**config.mk**
```make
export PLATFORM = sky130hd
export DESIGN_NAME = alu_arbiter
export DESIGN_NICKNAME = d
export VERILOG_FILES = /design/src/rtl/alu_pkg.sv /design/src/rtl/rr_pick2.sv /design/src/rtl/alu_arbiter.sv
export SDC_FILE = /design/constraint.sdc
export NUM_CORES = 1
export LEC_CHECK = 0
export BUFFER_PORTS_ARGS = -buffer_cell sky130_fd_sc_hd__buf_4
export CORE_ASPECT_RATIO = 0.5
export CORE_MARGIN = 2
export CORE_UTILIZATION = 39
export DETAILED_ROUTE_END_ITERATION = 8
export PLACE_DENSITY_LB_ADDON = 0.1
export SYNTH_ARGS = -nofsm -noshare
export SYNTH_HDL_FRONTEND = slang
export SYNTH_HIERARCHICAL = 1
export SYNTH_SLANG_ARGS = --single-unit
```
**constraint.sdc**
```tcl
create_clock -name clk -period 2.77 [get_ports clk]
set_input_delay 0.277 -clock clk [delete_from_list [all_inputs] [get_ports clk]]
set_output_delay 0.277 -clock clk [all_outputs]
set_load 0.02 [all_outputs]
```
**src/rtl/alu_pkg.sv**
```systemverilog
// Shared ALU definitions: op codes, legality check, arbiter states and default width.
package alu_pkg;

   localparam int ALU_DATA_W = 16;

   localparam logic [2:0] ALU_OP_ADD = 3'd0;
   localparam logic [2:0] ALU_OP_SUB = 3'd1;

   typedef enum logic {ARB_IDLE, ARB_RESP} arb_state_t;

   function automatic logic alu_op_legal(input logic [2:0] op);
      return (op == ALU_OP_ADD) || (op == ALU_OP_SUB);
   endfunction

endpackage

```
**src/rtl/rr_pick2.sv**
```systemverilog
// Two-way round-robin picker; a held lock keeps the previous winner while it still requests.
module rr_pick2 (
   input  logic [1:0] valid,
   input  logic       last,
   input  logic       lock,
   output logic       grant,
   output logic       any
);

   always_comb begin
      any   = |valid;
      grant = 1'b0;
      if (lock && valid[last]) begin
         grant = last;
      end else if (valid == 2'b11) begin
         grant = ~last;
      end else begin
         // single requester wins; with no requester port 0 is selected
         grant = valid[1] & ~valid[0];
      end
   end

endmodule

```
**src/rtl/alu_arbiter.sv**
```systemverilog
// Shares one add/sub ALU between the control unit (port 0) and PC unit (port 1), one op in flight.
// Optional grant locking for multi-word sequences is enabled by defining ALU_ARB_LOCK_EN.
module alu_arbiter
   import alu_pkg::*;
#(
   parameter int DATA_W = ALU_DATA_W
) (
   input  logic              clk,
   input  logic              rst_n,
   input  logic [1:0]        req_valid,
   output logic [1:0]        req_ready,
   input  logic [DATA_W-1:0] req_a0,
   input  logic [DATA_W-1:0] req_b0,
   input  logic [DATA_W-1:0] req_a1,
   input  logic [DATA_W-1:0] req_b1,
   input  logic [2:0]        req_op0,
   input  logic [2:0]        req_op1,
`ifdef ALU_ARB_LOCK_EN
   input  logic [1:0]        req_lock,
`endif
   output logic [1:0]        rsp_valid,
   input  logic [1:0]        rsp_ready,
   output logic [DATA_W-1:0] rsp_result,
   output logic              rsp_eq,
   output logic              rsp_le,
   output logic              rsp_err,
   output logic [DATA_W-1:0] alu_a,
   output logic [DATA_W-1:0] alu_b,
   output logic [2:0]        alu_op,
   input  logic [DATA_W-1:0] alu_result,
   input  logic              alu_eq,
   input  logic              alu_le
);

   arb_state_t state, state_nxt;
   logic       last_grant;
   logic       owner;
   logic       grant;
   logic       any;
   logic       hs;
   logic       lock_use;

   rr_pick2 u_pick (
      .valid (req_valid),
      .last  (last_grant),
      .lock  (lock_use),
      .grant (grant),
      .any   (any)
   );

`ifdef ALU_ARB_LOCK_EN
   logic lock_q;

   always_ff @(posedge clk or negedge rst_n) begin
      if (!rst_n) begin
         lock_q <= 1'b0;
      end else if (hs) begin
         lock_q <= req_lock[grant];
      end else if (state == ARB_IDLE && lock_q && !req_valid[last_grant]) begin
         lock_q <= 1'b0;
      end
   end

   assign lock_use = lock_q;
`else
   assign lock_use = 1'b0;
`endif

   assign alu_a  = grant ? req_a1  : req_a0;
   assign alu_b  = grant ? req_b1  : req_b0;
   assign alu_op = grant ? req_op1 : req_op0;

   always_ff @(posedge clk or negedge rst_n) begin
      if (!rst_n) begin
         state <= ARB_IDLE;
      end else begin
         state <= state_nxt;
      end
   end

   always_comb begin
      state_nxt = state;
      req_ready = 2'b00;
      rsp_valid = 2'b00;
      hs        = 1'b0;
      case (state)
         ARB_IDLE: begin
            if (any) begin
               req_ready[grant] = 1'b1;
               hs               = 1'b1;
               state_nxt        = ARB_RESP;
            end
         end
         ARB_RESP: begin
            rsp_valid[owner] = 1'b1;
            if (rsp_ready[owner]) begin
               state_nxt = ARB_IDLE;
            end
         end
         default: state_nxt = ARB_IDLE;
      endcase
   end

   // illegal op codes are undefined in the ALU, so its result is never trusted for them
   always_ff @(posedge clk or negedge rst_n) begin
      if (!rst_n) begin
         last_grant <= 1'b1;
         owner      <= 1'b0;
         rsp_result <= '0;
         rsp_eq     <= 1'b0;
         rsp_le     <= 1'b0;
         rsp_err    <= 1'b0;
      end else if (hs) begin
         last_grant <= grant;
         owner      <= grant;
         rsp_result <= alu_op_legal(alu_op) ? alu_result : '0;
         rsp_eq     <= alu_eq;
         rsp_le     <= alu_le;
         rsp_err    <= ~alu_op_legal(alu_op);
      end
   end

endmodule

```
==> reports/summary.txt, run 1 <==
sum of negative setup slack -> 0 ns
remaining number of nets flagged by the antenna check after routing -> 0
final number of setup-violating endpoints -> 0
status -> complete, no violations
Synth Register Bits -> 22
area added between synthesis and finish -> 78.2%
leakage power total -> 1.49 nW
hold path start -> alu_le
initial antenna violation count -> 0
required time at the endpoint of the critical path -> 2.49 ns
number of cell rows -> 16
total of cells resized after clock tree synthesis -> 0
category of the most critical setup path -> register to output port
initial standard-cell utilization of the core -> 40.0%
switching fraction of total power -> 40.4%
final period utilization -> 87.0%
count of pins on the block boundary -> 152
weighted congestion reported at the end of routability-driven placement -> 0.901
number of max-slew violations in the final report -> 0
reg-to-reg setup timing slack -> 0.71 ns
fraction of power consumed by combinational cells -> 60.1%
share of the synthesized netlist area taken by xor and xnor gates -> 0.570%
routed len/inst -> 14.8 um
max-capacitance violation count -> 0
multi-input combinational cell area -> 896 sq um
startpoint kind of the worst setup timing path -> register
Simple-Gate Fraction of Synth Area -> 14.2%
wire length of the first global-routing pass -> 7800 um
Final Power -> 1.81 mW
number of nets in the synthesized netlist -> 236
Synth Instances -> 142
fraction of the mapped netlist area in compound gates -> 8.71%
shortest period the worst path allows -> 2.41 ns
CTS tree -> done
die outline area -> 4490 sq um
placed standard-cell area -> 2680 sq um
timing startpoint of the critical path -> last_grant
clk buf depth -> 2
total wire length -> 5120 um
normalized max-slew margin -> 33.1%
Hold Path Class -> input port to register
part of the total power dissipated in sequential elements -> 27.4%
clock-pin slew on the worst setup and hold paths -> 0.08 ns
number of filler cells placed in the layout -> 317
nets -> 387
sequential area share after synthesis -> 35.9%
antenna diode count -> 0
drt drc -> 0
Inserted Clock Buffers -> 3
hold slack -> 0.214 ns
ratio of cells with drive above 1 in the final layout -> 71.6%
final global-route overflow total -> 0
power density relative to cell area -> 662 nW/um^2
FF/Latch Area -> 552 sq um
number of hold violations in the final report -> 0
maximum resistive drop on vdd -> 417 uV
y dimension of the die -> 48.4 um
total number of yosys warnings -> 6
final standard cell utilization of the core -> 71.3%
global-route total usage across every layer -> 21.8%
Inst Count DP -> 341
start of the worst register-to-register path -> last_grant
hold_buf cts -> 1
setup repair after global routing missed its margin -> no
Final WS setup -> 0.360 ns
setup repair bufs after CTS -> 0
vias in the first global route -> 1,491
Tightest Pin Transition -> 1.00 ns
DP HPWL -> 4200 um
count of input and output buffers -> 151
synthesized-area fraction occupied by adder cells -> 0%
number of vias per cell after detailed routing -> 4.52
Setup crit end kind -> output port
switching power -> 732 uW
cell area after technology mapping -> 1540 sq um
via count -> 1,563
initial drt markers -> 20
synthesized area divided by synthesized cell count -> 10.8 sq um
mux cell area share after synthesis -> 33.8%
achievable frequency -> 415 MHz
H-Tree Level Count -> 1
largest net degree at the start of global routing -> 36
Data arrival, critical path -> 2.13 ns
clock share of power -> 12.5%
CTS Root Buffer Type -> sky130_fd_sc_hd__clkbuf_8
highest fanout seen on the critical path -> 35
DRT Pass-1 Iters -> 4
number of distinct standard cells referenced by the synthesized netlist -> 23
core area -> 3840 sq um
design internal power -> 1.08 mW
Die Span X -> 92.8 um
count of clock tree sinks -> 22
Finished Layout Cells -> 346
clock latency at the later pin of the worst-skew pair -> 0.26 ns
main combinational cell family by area after synthesis -> multiplexers
summed area of non-filler cells in the final layout -> 2740 sq um
placement-stage worst setup slack -> 0.632 ns
worst clock skew -> 0.00571 ns
per-layer routing:
| metal | vias to the layer above | routed length [um] | track usage, % |
|---|---|---|---|
| met4 | 0 | 66 | 5.39 |
| met2 | 55 | 2550 | 38.3 |
| met5 | - | 0 | 0 |
| li1 | 775 | - | - |
| met1 | 727 | 2200 | 28.2 |
| met3 | 6 | 305 | 3.74 |
placed cells by master, fill, tap and decap left out, types with 2 or more instances in the layout:
cell / count
sky130_fd_sc_hd__o21ai_2: 10
sky130_fd_sc_hd__mux2_2: 8
sky130_fd_sc_hd__nand2_1: 45
sky130_fd_sc_hd__nor2b_1: 2
sky130_fd_sc_hd__o21ai_0: 6
sky130_fd_sc_hd__clkbuf_8: 4
sky130_fd_sc_hd__buf_4: 154
sky130_fd_sc_hd__mux2_4: 28
sky130_fd_sc_hd__nor2_1: 2
sky130_fd_sc_hd__dfrtp_1: 21
sequential cells by signal, summed over array words and instances (netlist names):
register and cells:
rsp_eq 1, rsp_le 1, last_grant 1, state 1, rsp_result 16, owner 1
rsp_err 1
critical path, stage by stage (launching register included):
cell	delay [ns]
sky130_fd_sc_hd__dfstp_2	0.38
sky130_fd_sc_hd__xor2_1	0.18
sky130_fd_sc_hd__a21boi_4	0.22
sky130_fd_sc_hd__buf_4	0.52
sky130_fd_sc_hd__mux2_2	0.41
sky130_fd_sc_hd__buf_4	0.16
area by class of cell:
| class | count | area share [%] |
|---|---|---|
| Clock buffer | 4 | 2.01 |
| Inverter | 1 | 0.137 |
| Multi-Input combinational cell | 110 | 32.7 |
| Sequential cell | 22 | 20.1 |
| Tap cell | 54 | 2.47 |
| Timing Repair Buffer | 155 | 42.6 |
power by group through the flow:
stage / clock, mW / combinational [mW] / sequential [mW]
2_1_floorplan: 0 / 0.562 / 0.604
3_3_place_gp: 0 / 1.08 / 0.500
3_5_place_dp: 0 / 1.10 / 0.503
4_1_cts: 0.232 / 1.10 / 0.499
5_1_grt: 0.249 / 1.16 / 0.514
6_report: 0.227 / 1.09 / 0.497
worst paths after layout:
| path | to | cells past startpoint |
|---|---|---|
| max reg2reg | rsp_result[10] | 4 |
| min | rsp_le | 3 |
| max | alu_b[15] | 5 |
| min reg2reg | last_grant | 2 |
| max in group asynchronous | last_grant | 2 |
| min in group asynchronous | rsp_result[11] | 2 |
cells by family after synthesis:
| family | count (synthesis) |
|---|---|
| buf+inv | 10 |
| simple gates | 53 |
| flops | 22 |
| other cells | 1 |
| mux | 37 |
| compound gates | 18 |
| xor+xnor | 1 |
Yosys cell counts:
library cell / n / share of area [%]
sky130_fd_sc_hd__buf_2: 4 / 1.3
sky130_fd_sc_hd__a21boi_1: 1 / 0.49
sky130_fd_sc_hd__dfstp_2: 1 / 1.7
sky130_fd_sc_hd__o21ai_0: 6 / 2.0
sky130_fd_sc_hd__conb_1: 1 / 0.24
sky130_fd_sc_hd__nor2_1: 2 / 0.49
sky130_fd_sc_hd__nand2_1: 45 / 11
sky130_fd_sc_hd__or2_2: 1 / 0.41
sky130_fd_sc_hd__dfrtp_1: 21 / 34
sky130_fd_sc_hd__xor2_1: 1 / 0.57
sky130_fd_sc_hd__nor3_2: 1 / 0.65
sky130_fd_sc_hd__mux2_2: 8 / 5.9
sky130_fd_sc_hd__inv_1: 1 / 0.24
sky130_fd_sc_hd__nor2b_1: 2 / 0.81
sky130_fd_sc_hd__buf_12: 2 / 2.6
sky130_fd_sc_hd__buf_8: 1 / 0.98
sky130_fd_sc_hd__o21ai_2: 10 / 5.7
sky130_fd_sc_hd__mux2_4: 28 / 27
sky130_fd_sc_hd__mux2i_1: 1 / 0.65
sky130_fd_sc_hd__nand2b_1: 1 / 0.41
sky130_fd_sc_hd__a21oi_2: 1 / 0.57
sky130_fd_sc_hd__and2_1: 1 / 0.41
sky130_fd_sc_hd__buf_6: 2 / 1.5
(Power assumes the default switching activity.)
==> inputs of run 2 (changes only) <==
--- a/config.mk
+++ b/config.mk
@@ -10,6 +10,7 @@
 export CORE_MARGIN = 2
 export CORE_UTILIZATION = 39
 export DETAILED_ROUTE_END_ITERATION = 8
+export MAX_ROUTING_LAYER = met4
 export PLACE_DENSITY_LB_ADDON = 0.1
 export SYNTH_ARGS = -nofsm -noshare
 export SYNTH_HDL_FRONTEND = slang
==> reports/summary.txt, run 2 (synthesis results as in run 1) <==
switching fraction of total power -> 40.4%
Data arrival, critical path -> 2.13 ns
Die Span X -> 92.8 um
weighted congestion reported at the end of routability-driven placement -> 0.916
leakage power total -> 1.49 nW
routed len/inst -> 14.8 um
initial drt markers -> 20
total wire length -> 5120 um
Inserted Clock Buffers -> 3
initial standard-cell utilization of the core -> 40.0%
multi-input combinational cell area -> 896 sq um
final global-route overflow total -> 0
CTS Root Buffer Type -> sky130_fd_sc_hd__clkbuf_8
switching power -> 732 uW
commonest cells after routing, fill and taps aside -> sky130_fd_sc_hd__buf_4, sky130_fd_sc_hd__nand2_1, sky130_fd_sc_hd__mux2_4
number of vias per cell after detailed routing -> 4.52
final number of setup-violating endpoints -> 0
normalized max-slew margin -> 33.1%
startpoint kind of the worst setup timing path -> register
area added between synthesis and finish -> 78.2%
required time at the endpoint of the critical path -> 2.49 ns
highest fanout seen on the critical path -> 35
FF/Latch Area -> 552 sq um
initial antenna violation count -> 0
achievable frequency -> 415 MHz
number of max-slew violations in the final report -> 0
via count -> 1,565
vias in the first global route -> 1,491
Final WS setup -> 0.360 ns
most common cell after layout, fill and taps aside -> sky130_fd_sc_hd__buf_4
ratio of cells with drive above 1 in the final layout -> 71.6%
worst clock skew -> 0.00571 ns
number of hold violations in the final report -> 0
final period utilization -> 87.0%
setup repair after global routing missed its margin -> no
design internal power -> 1.08 mW
wire length of the first global-routing pass -> 7800 um
Hold Path Class -> input port to register
category of the most critical setup path -> register to output port
clock latency at the later pin of the worst-skew pair -> 0.26 ns
number of cell rows -> 16
y dimension of the die -> 48.4 um
count of pins on the block boundary -> 152
nets -> 387
maximum resistive drop on vdd -> 417 uV
DRT Pass-1 Iters -> 4
remaining number of nets flagged by the antenna check after routing -> 0
Most flops, register -> rsp_result
largest net degree at the start of global routing -> 36
CTS tree -> done
DP HPWL -> 4200 um
global-route total usage across every layer -> 22.4%
Tightest Pin Transition -> 1.00 ns
part of the total power dissipated in sequential elements -> 27.4%
drt drc -> 0
number of filler cells placed in the layout -> 317
clock-pin slew on the worst setup and hold paths -> 0.08 ns
power density relative to cell area -> 662 nW/um^2
H-Tree Level Count -> 1
max-capacitance violation count -> 0
setup repair bufs after CTS -> 0
die outline area -> 4490 sq um
count of input and output buffers -> 151
placement-stage worst setup slack -> 0.632 ns
shortest period the worst path allows -> 2.41 ns
status -> complete, no violations
clock share of power -> 12.5%
fraction of power consumed by combinational cells -> 60.1%
sum of negative setup slack -> 0 ns
clk buf depth -> 2
core area -> 3840 sq um
max FFs per register -> 16
antenna diode count -> 0
Setup crit end kind -> output port
count of clock tree sinks -> 22
==> run 2: worst paths after layout <==
kind                       depth (start not counted)  slack, ns              to       start
max in group asynchronous                          2       2.04      last_grant       rst_n
min                                                3       0.21          rsp_le      alu_le
min reg2reg                                        2       0.47      last_grant  last_grant
max                                                5       0.36       alu_b[15]  last_grant
max reg2reg                                        4       0.71  rsp_result[10]  last_grant
min in group asynchronous                          2       0.44  rsp_result[11]       rst_n
==> run 2: power by group through the flow <==
stage | registers [mW] | clock network [mW] | logic (mW)
2_1_floorplan | 0.604 | 0 | 0.562
3_3_place_gp | 0.500 | 0 | 1.08
3_5_place_dp | 0.503 | 0 | 1.10
4_1_cts | 0.499 | 0.232 | 1.10
5_1_grt | 0.514 | 0.249 | 1.16
6_report | 0.497 | 0.227 | 1.09
==> run 2: critical path, cell delays in order (launching register included) <==
cell and delay (ns):
sky130_fd_sc_hd__dfstp_2 0.38, sky130_fd_sc_hd__xor2_1 0.18, sky130_fd_sc_hd__a21boi_4 0.22, sky130_fd_sc_hd__buf_4 0.52
sky130_fd_sc_hd__mux2_2 0.41, sky130_fd_sc_hd__buf_4 0.16
==> run 2: final cells by class <==
class                           instances  area share [%]
Multi-Input combinational cell        110            32.7
Tap cell                               54            2.47
Sequential cell                        22            20.1
Clock buffer                            4            2.01
Inverter                                1           0.137
Timing Repair Buffer                  155            42.6
==> run 2: stage by stage <==
step	power [mW]	hold slack [ns]	std cells	instance area, sq um	utilization (%)
4_1_cts	1.83	0.208	346	2740	71.3
2_1_floorplan	1.17	-0.0186	142	1540	-
3_3_place_gp	1.58	0.179	341	2680	69.6
5_1_grt	1.92	0.207	346	2740	71.3
3_5_place_dp	1.60	0.185	341	2680	69.6
6_report	1.81	0.214	346	2740	71.3
==> run 2: routing by layer <==
metal  part of all wire [%]  GRT usage [%]  up-vias
met5                      0              -        -
met4                    1.3           5.39        0
met3                    5.9           3.58        8
met2                     50           38.3       55
met1                     43           28.3      727
li1                       -              -      775
==> run 2: what timing repair did <==
item / CTS / global route
gates resized for setup: 0 / 0
endpoints found under the hold margin: 21 / 0
hold buffers: 1 / 0
